$ cat src/rtl/bw_io_ddr_strobe_testmux_ctl.sv
// Per-lane DDR strobe source selector: functional, toggle, serial pattern or hold level,
// with glitch-free mode switching (drain current mode, idle gap, then enter new mode).
module bw_io_ddr_strobe_testmux_ctl #(
  parameter int NCH     = 4,
  parameter int PAT_W   = 8,
  parameter int GAP_CYC = 2,
  parameter bit INV_OUT = 1'b1
) (
  input  logic             clk,
  input  logic             rst_l,
  input  logic             testmode_l,
  input  logic             mode_vld,
  input  logic [1:0]       mode_req,
  output logic             mode_ack,
  input  logic [PAT_W-1:0] pattern,
  input  logic [NCH-1:0]   strobe,
  output logic [NCH-1:0]   strobe_out,
  output logic [1:0]       active_mode,
  output logic             busy
);

  localparam int IW = (PAT_W > 1) ? $clog2(PAT_W) : 1;
  localparam int GW = (GAP_CYC > 1) ? $clog2(GAP_CYC) : 1;
  localparam logic [IW-1:0] IDX_LAST = IW'(PAT_W - 1);
  localparam logic [GW-1:0] GAP_LAST = GW'(GAP_CYC - 1);

  typedef enum logic [1:0] {S_RUN, S_DRAIN, S_GAP} state_t;
  typedef enum logic [1:0] {M_FUNC, M_TOGGLE, M_PATTERN, M_HOLD} mode_t;

  state_t           state_q, state_n;
  mode_t            mode_q, mode_n, tgt_q, tgt_n, tgt_sel;
  logic [NCH-1:0]   raw_q, raw_n, run_raw;
  logic [IW-1:0]    idx_q, idx_n, idx_inc;
  logic [PAT_W-1:0] pat_q, pat_n;
  logic [GW-1:0]    gap_q, gap_n;
  logic             pend_q, pend_n, ack_q, ack_n;
  logic             accept, drain_done;
  logic [NCH-1:0]   out_q;

  // Handshake: requester holds mode_vld/mode_req until mode_ack pulses. A request is
  // accepted only in RUN with testmode_l=0, and not in the ack cycle itself, so a
  // requester that drops mode_vld one cycle after seeing ack is never acked twice.
  assign accept  = (state_q == S_RUN) && !testmode_l && mode_vld && !ack_q;
  assign idx_inc = (idx_q == IDX_LAST) ? '0 : idx_q + 1'b1;

  always_comb begin
    run_raw = raw_q;
    case (mode_q)
      M_FUNC:    run_raw = strobe;
      M_TOGGLE:  run_raw = ~raw_q;
      M_PATTERN: run_raw = {NCH{pat_q[idx_inc]}};
      M_HOLD:    run_raw = '1;
      default:   run_raw = raw_q;
    endcase
  end

  always_comb begin
    case (mode_q)
      M_TOGGLE:  drain_done = (raw_q == '0);
      M_PATTERN: drain_done = (idx_q == IDX_LAST);
      default:   drain_done = 1'b1;
    endcase
  end

  always_comb begin
    state_n = state_q;
    mode_n  = mode_q;
    tgt_n   = tgt_q;
    raw_n   = raw_q;
    idx_n   = idx_q;
    pat_n   = pat_q;
    gap_n   = gap_q;
    pend_n  = pend_q;
    ack_n   = 1'b0;
    tgt_sel = testmode_l ? M_FUNC : (accept ? mode_t'(mode_req) : tgt_q);
    case (state_q)
      S_RUN: begin
        tgt_n = tgt_sel;
        raw_n = run_raw;
        if (mode_q == M_PATTERN) idx_n = idx_inc;
        if (tgt_sel == mode_q) begin
          ack_n = accept;
        end else begin
          state_n = S_DRAIN;
          pend_n  = accept;
        end
      end
      S_DRAIN: begin
        if (testmode_l) begin
          tgt_n  = M_FUNC;
          pend_n = 1'b0;
        end
        if (drain_done) begin
          state_n = S_GAP;
          gap_n   = '0;
          raw_n   = '0;
        end else begin
          raw_n = run_raw;
          if (mode_q == M_PATTERN) idx_n = idx_inc;
        end
      end
      S_GAP: begin
        if (testmode_l) begin
          tgt_n  = M_FUNC;
          pend_n = 1'b0;
        end
        raw_n = '0;
        if (gap_q == GAP_LAST) begin
          state_n = S_RUN;
          mode_n  = tgt_n;
          ack_n   = pend_n;
          pend_n  = 1'b0;
          // First RUN cycle of the new mode
          case (tgt_n)
            M_FUNC:    raw_n = strobe;
            M_PATTERN: begin
              raw_n = {NCH{pattern[0]}};
              pat_n = pattern;
              idx_n = '0;
            end
            default:   raw_n = '1;
          endcase
        end else begin
          gap_n = gap_q + 1'b1;
        end
      end
      default: state_n = S_RUN;
    endcase
  end

  always_ff @(posedge clk) begin
    if (!rst_l) begin
      state_q <= S_RUN;
      mode_q  <= M_FUNC;
      tgt_q   <= M_FUNC;
      raw_q   <= '0;
      idx_q   <= '0;
      pat_q   <= '0;
      gap_q   <= '0;
      pend_q  <= 1'b0;
      ack_q   <= 1'b0;
      out_q   <= {NCH{INV_OUT}};
    end else begin
      state_q <= state_n;
      mode_q  <= mode_n;
      tgt_q   <= tgt_n;
      raw_q   <= raw_n;
      idx_q   <= idx_n;
      pat_q   <= pat_n;
      gap_q   <= gap_n;
      pend_q  <= pend_n;
      ack_q   <= ack_n;
      out_q   <= raw_n ^ {NCH{INV_OUT}};
    end
  end

  assign strobe_out  = out_q;
  assign mode_ack    = ack_q;
  assign active_mode = mode_q;
  assign busy        = (state_q != S_RUN);

endmodule

$ cat config.mk
export PLATFORM = sky130hd
export DESIGN_NAME = bw_io_ddr_strobe_testmux_ctl
export DESIGN_NICKNAME = d
export VERILOG_FILES = /design/src/rtl/bw_io_ddr_strobe_testmux_ctl.sv
export SDC_FILE = /design/constraint.sdc
export NUM_CORES = 1
export LEC_CHECK = 0
export BUFFER_PORTS_ARGS = -buffer_cell sky130_fd_sc_hd__buf_2
export CAP_MARGIN = 20
export CELL_PAD_IN_SITES_DETAIL_PLACEMENT = 1
export CELL_PAD_IN_SITES_GLOBAL_PLACEMENT = 1
export CORE_UTILIZATION = 30
export DETAILED_ROUTE_END_ITERATION = 8
export PLACE_DENSITY = 0.71
export SLEW_MARGIN = 20
export SYNTH_ARGS = -nofsm -noshare
export SYNTH_HDL_FRONTEND = slang
export SYNTH_SLANG_ARGS = --single-unit
$ cat constraint.sdc
create_clock -name clk -period 2.16 [get_ports clk]
set_input_delay 0.108 -clock clk [delete_from_list [all_inputs] [get_ports clk]]
set_output_delay 0.108 -clock clk [all_outputs]
set_load 0.005 [all_outputs]
==> results of run 1 <==
critical path, delay by kind of cell (launching register included):
| family | cells | cell delay, ns |
|---|---|---|
| compound gates | 2 | 0.45 |
| flops | 1 | 0.33 |
| fa+ha+maj | 2 | 0.41 |
| simple gates | 2 | 0.24 |
| mux | 1 | 0.52 |
through the flow:
stage	TNS [ns]	std cells	utilization (%)	instance area, um2	hold slack [ns]
6_report	0	288	37.2	2060	0.0718
5_1_grt	-0.00624	288	37.2	2060	0.0553
4_1_cts	0	288	36.8	2040	0.0691
3_5_place_dp	0	284	35.5	1970	0.375
3_3_place_gp	0	284	35.5	1970	0.362
2_1_floorplan	0	186	-	1740	0.257
area by class of cell:
| cell class | instances | area [um2] |
|---|---|---|
| multi-input cells | 138 | 1100 |
| repair buffers | 34 | 193 |
| well taps | 72 | 90.1 |
| clock inverters | 1 | 30.0 |
| fillers | 677 | 3480 |
| flip-flops and latches | 28 | 562 |
| inverters | 12 | 45.0 |
| clock buffers | 3 | 41.3 |
path summary, 6_finish.rpt:
path,startpoint,endpoint,depth (start not counted)
worst max-delay path,idx_q[0]$_SDFFE_PN0P_,register,7
worst max register to register,idx_q[0]$_SDFFE_PN0P_,register,7
worst min-delay path,pattern[5],pat_q[5]$_SDFFE_PN0P_,3
worst min register to register,idx_q[1]$_SDFFE_PN0P_,idx_q[1]$_SDFFE_PN0P_,2
cell families after synthesis:
family / synth area share, %
AO/OA/AOI/OAI: 23.5
XOR/XNOR: 1.01
adder cells (fa/ha/maj): 8.63
buffers and inverters: 5.90
flip-flops: 32.2
multiplexers: 8.77
AND/OR/NAND/NOR: 20.0
metal layers:
metal / routed length [um] / vias to the layer above
li1: - / 725
met1: 2090 / 701
met2: 1920 / 27
met3: 133 / 2
met4: 14 / 0
met5: 0 / -
layout by cell type, fill, tap and decap left out, types with 2 or more instances in the layout:
cell type / instances
o21ai_0: 5
dfxtp_1: 27
a311o_1: 2
buf_2: 25
inv_1: 10
inv_2: 2
nand2_1: 19
clkbuf_8: 3
ha_1: 11
nor2_1: 4
a31oi_1: 5
a21oi_1: 2
mux2i_1: 13
a21boi_1: 2
and2_1: 2
nor2b_1: 20
o2bb2ai_1: 4
a22oi_1: 2
o22ai_1: 4
a311oi_1: 2
o21a_1: 2
buf_4: 9
o31ai_1: 5
o31a_1: 5
where the power goes:
| part | total, mW | leakage (nW) | internal [mW] | switching, mW |
|---|---|---|---|---|
| combinational | 0.492 | 0.578 | 0.219 | 0.273 |
| sequential | 0.645 | 0.228 | 0.588 | 0.0570 |
| clock | 0.423 | 0.0357 | 0.248 | 0.174 |
| total | 1.56 | 0.842 | 1.06 | 0.504 |
==> impl_metrics.csv, run 1 <==
group,metric,value,unit
outcome,outcome,"completed",
setup_path,slowest_delay,0.52,ns
logic_synthesis,syn_avg_cell_area,9.36,um2
detailed_routing,drtIter0Drc,37,
timing,finalHoldViolCount,0,
timing,worst_clock_skew,0.0162,ns
clocking,cts_made_buffers,3,
global_routing,grtUsageMet3,2.91,%
layout,synthToLayoutAreaGrowth,18.5,%
logic_synthesis,yosysMostFrequentCell,"dfxtp_1",
setup_path,cp-end-kind,"register",
clocking,cts.sinks,28,
global_routing,track_usage,14.8,%
power_and_ir_drop,powerDensity,756,nW/um2
setup_path,worst_ep_required_time,2.33,ns
die,chipHeight,78.2,um
setup_path,cp-start-kind,"register",
logic_synthesis,ys_seq_area_share,32.2,%
timing,setup_slack,0.109,ns
logic_synthesis,synth-seq-cells,28,
clocking,post_cts_buffers,0,
detailed_routing,first_pass_iters,4,
logic_synthesis,synth-main-ff-cell,"dfxtp_1",
die,initial_core_util,31.4,%
timing,period_share,94.9,%
place,place_hpwl,3270,um
die,dieArea,6110,um2
global_routing,grt_pass1_wl,7110,um
global_routing,busiest_layer,"met2",
setup_path,r2r_slack,0.11,ns
power_and_ir_drop,ir_drop,0.345,mV
logic_synthesis,syn-num-nets,216,
timing,tightest_slew,0.475,ns
place,gp_congestion,0.729,
global_routing,grt_pass1_vias,1516,
detailed_routing,vias,1455,
layout,final_nets,247,
detailed_routing,routed_wl,4160,um
detailed_routing,ant_nets,0,
logic_synthesis,synthTopCellsByCount,"dfxtp_1, nor2b_1, nand2_1",
clocking,clkTransAtPathRegs,0.11,ns
die,die_x,78.2,um
clocking,root_buffer,"clkbuf_8",
global_routing,antenna_found_initial,0,
die,core,5540,um2
clocking,htree_levels,1,
detailed_routing,via_per_inst,5.05,
detailed_routing,drc,0,
die,ioPinCount,26,
global_routing,grt_max_degree,27,
global_routing,gr-usage-met1,19.3,%
setup_path,critPathArrivalTime,2.22,ns
die,row_count,27,
clocking,clock_latency,0.29,ns
logic_synthesis,synth_cells,186,
logic_synthesis,ys_top_cells_by_area,"dfxtp_1, ha_1, mux2i_1, nor2b_1, nand2_1",
logic_synthesis,synthArstFlopShare,0,%
logic_synthesis,synth-edff-count,0,
logic_synthesis,syn_area,1740,um2
global_routing,grt-ovfl-total,0,
global_routing,grtUsageMet2,25.2,%
setup_path,critical_path_class,"register to register",
logic_synthesis,synth_top_area_share,32.2,%
clocking,cts_tree,"done",
timing,finalSetupViolCount,0,
timing,min_period,2.05,ns
power_and_ir_drop,finalPower,1.56,mW
clocking,cts_buffer_depth,2,
place,io_buffers,25,
setup_path,worstPathMaxFanout,8,
logic_synthesis,synth_top_cell_by_area,"dfxtp_1",
setup_path,path_cells,"ha_1 > ha_2 > nor2_4 > mux4_2 > nor2_2 > o21ai_2 > o31a_1",
setup_path,crit_path_top_delay_cell,"mux4_2",
logic_synthesis,yosys_warnings,0,
layout,drive_above_1_share,25.9,%
detailed_routing,wl_per_cell,14.4,um
clocking,ctsHoldBuffers,0,
flow_run,drv_cap,0,
timing,fmax,488,MHz
power_and_ir_drop,leakagePower,0.842,nW
timing,report.final.slew_viol_count,0,
logic_synthesis,ys_types,50,
min_path,hold_path_class,"input port to register",
timing,relSlewSlack,68.3,%
clocking,cts_resized,0,
layout,antennaDiodeCount,0,
place,pre_cts_ws,0.0410,ns
No activity file was read; power rests on OpenSTA's default activity.
==> inputs of run 2 (changes only) <==
ABC_AREA = 1   (was unset)
PLACE_DENSITY = 0.74   (was 0.71)
==> impl_metrics.csv, run 2 <==
group,metric,value,unit
outcome,outcome,"completed",
timing,finalSetupViolCount,0,
clocking,cts_made_buffers,3,
layout,final_common_cell,"nand2_1",
clocking,ctsHoldBuffers,0,
detailed_routing,dr_wl_met2,1950,um
layout,multi_input_area,937,um2
timing,fmax,557,MHz
clocking,cts_resized,0,
power_and_ir_drop,power_switching,815,uW
global_routing,grt-ovfl-total,0,
die,chipHeight,77.0,um
timing,relSlewSlack,75.6,%
power_and_ir_drop,ir_drop,0.569,mV
clocking,root_buffer,"clkbuf_8",
setup_path,cp-end-kind,"register",
detailed_routing,wl_met1,2150,um
die,row_count,26,
die,initial_core_util,32.0,%
setup_path,worstSetupStartpoint,"state_q[0]$_SDFFE_PN0P_",
logic_synthesis,syn_avg_cell_area,6.86,um2
setup_path,crit_end,"pend_q$_SDFFE_PN0P_",
detailed_routing,dr.max_layer_used,"met4",
detailed_routing,vias,1592,
detailed_routing,ant_nets,0,
clocking,cts_buffer_depth,2,
timing,finalHoldViolCount,0,
layout,post-route-util,36.8,%
detailed_routing,via_per_inst,4.64,
timing,setup_slack,0.364,ns
place,io_buffers,25,
place,gp_congestion,0.802,
die,ioPinCount,26,
die,die_x,77.0,um
layout,final_nets,304,
detailed_routing,first_pass_iters,4,
timing,period_share,83.1,%
global_routing,antenna_found_initial,0,
flow_run,drv_cap,0,
logic_synthesis,yosysMostFrequentCell,"nand2_1",
layout,antennaDiodeCount,0,
clocking,clkTransAtPathRegs,0.10,ns
setup_path,cp-start-kind,"register",
detailed_routing,wl_per_cell,12.3,um
layout,drive_above_1_share,18.3,%
logic_synthesis,synth_top_area_share,33.2,%
power_and_ir_drop,finalPower,1.91,mW
setup_path,regToRegEndpoint,"pend_q$_SDFFE_PN0P_",
logic_synthesis,ys_seq_area_share,33.2,%
place,place_hpwl,3310,um
clocking,htree_levels,1,
layout,synthToLayoutAreaGrowth,15.1,%
clocking,cts_tree,"done",
logic_synthesis,yosys_warnings,0,
global_routing,grt_pass1_wl,7490,um
timing,worst_clock_skew,0.00331,ns
logic_synthesis,synthTopCellsByCount,"nand2_1, inv_1, a21oi_1",
logic_synthesis,synth_cells,246,
setup_path,worstPathMaxFanout,6,
detailed_routing,drtIter0Drc,41,
die,core,5270,um2
layout,ff_latch_area,561,um2
min_path,hold_path_class,"input port to register",
place,place_inst,339,
setup_path,worst_ep_required_time,2.34,ns
logic_synthesis,syn_area,1690,um2
logic_synthesis,synthArstFlopShare,0,%
setup_path,r2r_cells,12,
place,pre_cts_ws,0.364,ns
logic_synthesis,ys_top_cells_by_area,"dfxtp_1, nand2_1, a21oi_1, ha_1, inv_1",
timing,rsz0062_at_grt,"no",
clocking,post_cts_buffers,0,
detailed_routing,routed_wl,4210,um
power_and_ir_drop,leakagePower,0.911,nW
detailed_routing,drc,0,
power_and_ir_drop,sw_frac_of_total,42.5,%
logic_synthesis,synth-seq-cells,28,
logic_synthesis,ys_types,28,
detailed_routing,wl_met3,78,um
power_and_ir_drop,combPwrFrac,46.5,%
power_and_ir_drop,p_clk_share,17.5,%
global_routing,grt_max_degree,18,
global_routing,track_usage,15.4,%
logic_synthesis,synth-main-ff-cell,"dfxtp_1",
layout,mostFrequentLayoutCells,"nand2_1, inv_1, a21oi_1",
layout,fin_cells,343,
setup_path,r2r_slack,0.36,ns
timing,report.final.slew_viol_count,0,
logic_synthesis,synth_top_cell_by_area,"dfxtp_1",
logic_synthesis,syn-num-nets,276,
setup_path,worstReg2RegStart,"state_q[0]$_SDFFE_PN0P_",
power_and_ir_drop,intPower,1.10,mW
timing,tns,0,ns
timing,min_period,1.80,ns
setup_path,critPathArrivalTime,1.97,ns
power_and_ir_drop,powerDensity,986,nW/um2
clocking,cts.sinks,28,
setup_path,critical_path_class,"register to register",
logic_synthesis,synth-edff-count,0,
die,dieArea,5930,um2
global_routing,grt_pass1_vias,1618,
timing,tightest_slew,0.364,ns
clocking,clock_latency,0.28,ns
power_and_ir_drop,pwr-share-seq,36.1,%
layout,n_fill_cell,715,
## run 2: changes by cell type after synthesis, sizes merged, moves of 7 or more
| cell | change |
|---|---|
| mux2i | -13 |
| nand2 | +39 |
| a21oi | +33 |
| nor2 | +15 |
| o21ai | +7 |
| inv | +30 |
| nand3 | +18 |
| nor2b | -20 |
## run 2: how the worst min path moves through the flow
stage,startpoint,end,slack [ns],cells after the start
global route,pattern[7],pat_q[7]$_SDFFE_PN0P_,0.13,3
CTS,pattern[7],pat_q[7]$_SDFFE_PN0P_,0.1,3
finish,pattern[7],pat_q[7]$_SDFFE_PN0P_,0.11,3
detailed placement,pattern[7],pat_q[7]$_SDFFE_PN0P_,0.39,3
global placement,pattern[7],pat_q[7]$_SDFFE_PN0P_,0.38,3
floorplan,rst_l,active_mode[0]$_SDFFE_PN0P_,0.25,2
## run 2: worst max-delay path, cell delays in order, from the launching register on
cell      delay, ns
dfxtp_1        0.43
inv_1          0.11
ha_1           0.28
nand2_2        0.08
clkinv_2       0.08
nand3_4        0.08
nand2_1        0.07
nand2_1        0.07
nand2_1        0.06
nand2_2        0.08
nand3_2        0.12
a21oi_1        0.16
nor2_1         0.06
## run 2: cell families after synthesis
group / Yosys count / synth area share [%]
buffers and inverters: 47 / 11.2
adders and majority gates: 12 / 8.90
AOI/OAI and AO/OA: 52 / 16.6
DFF: 28 / 33.2
and+or+nand+nor: 107 / 30.0
## run 2: final cells by class
class | instances | share of cell area (%)
Multi-Input combinational cell | 171 | 48.3
Sequential cell | 28 | 28.9
Inverter | 44 | 8.70
Timing Repair Buffer | 26 | 6.83
Tap cell | 70 | 4.51
Clock buffer | 4 | 2.84
## run 2: power groups by stage
| stage | logic, mW | clock network [mW] | registers [mW] |
|---|---|---|---|
| finish | 0.890 | 0.335 | 0.691 |
| global placement | 0.880 | 0 | 0.701 |
| floorplan | 0.670 | 0 | 0.689 |
| detailed placement | 0.892 | 0 | 0.704 |
| CTS | 0.897 | 0.347 | 0.692 |
| global route | 1.04 | 0.364 | 0.702 |
## run 2: routing by layer
metal,up-vias,track usage [%]
met1,735,20.1
met2,14,27.1
met4,0,3.96
li1,841,-
met3,2,1.55
met5,-,0
## run 2: metrics by stage
stage | hold slack, ns | area, um2
2_1_floorplan | 0.246 | 1690
3_3_place_gp | 0.377 | 1890
3_5_place_dp | 0.390 | 1890
4_1_cts | 0.0967 | 1940
5_1_grt | 0.130 | 1940
6_report | 0.107 | 1940
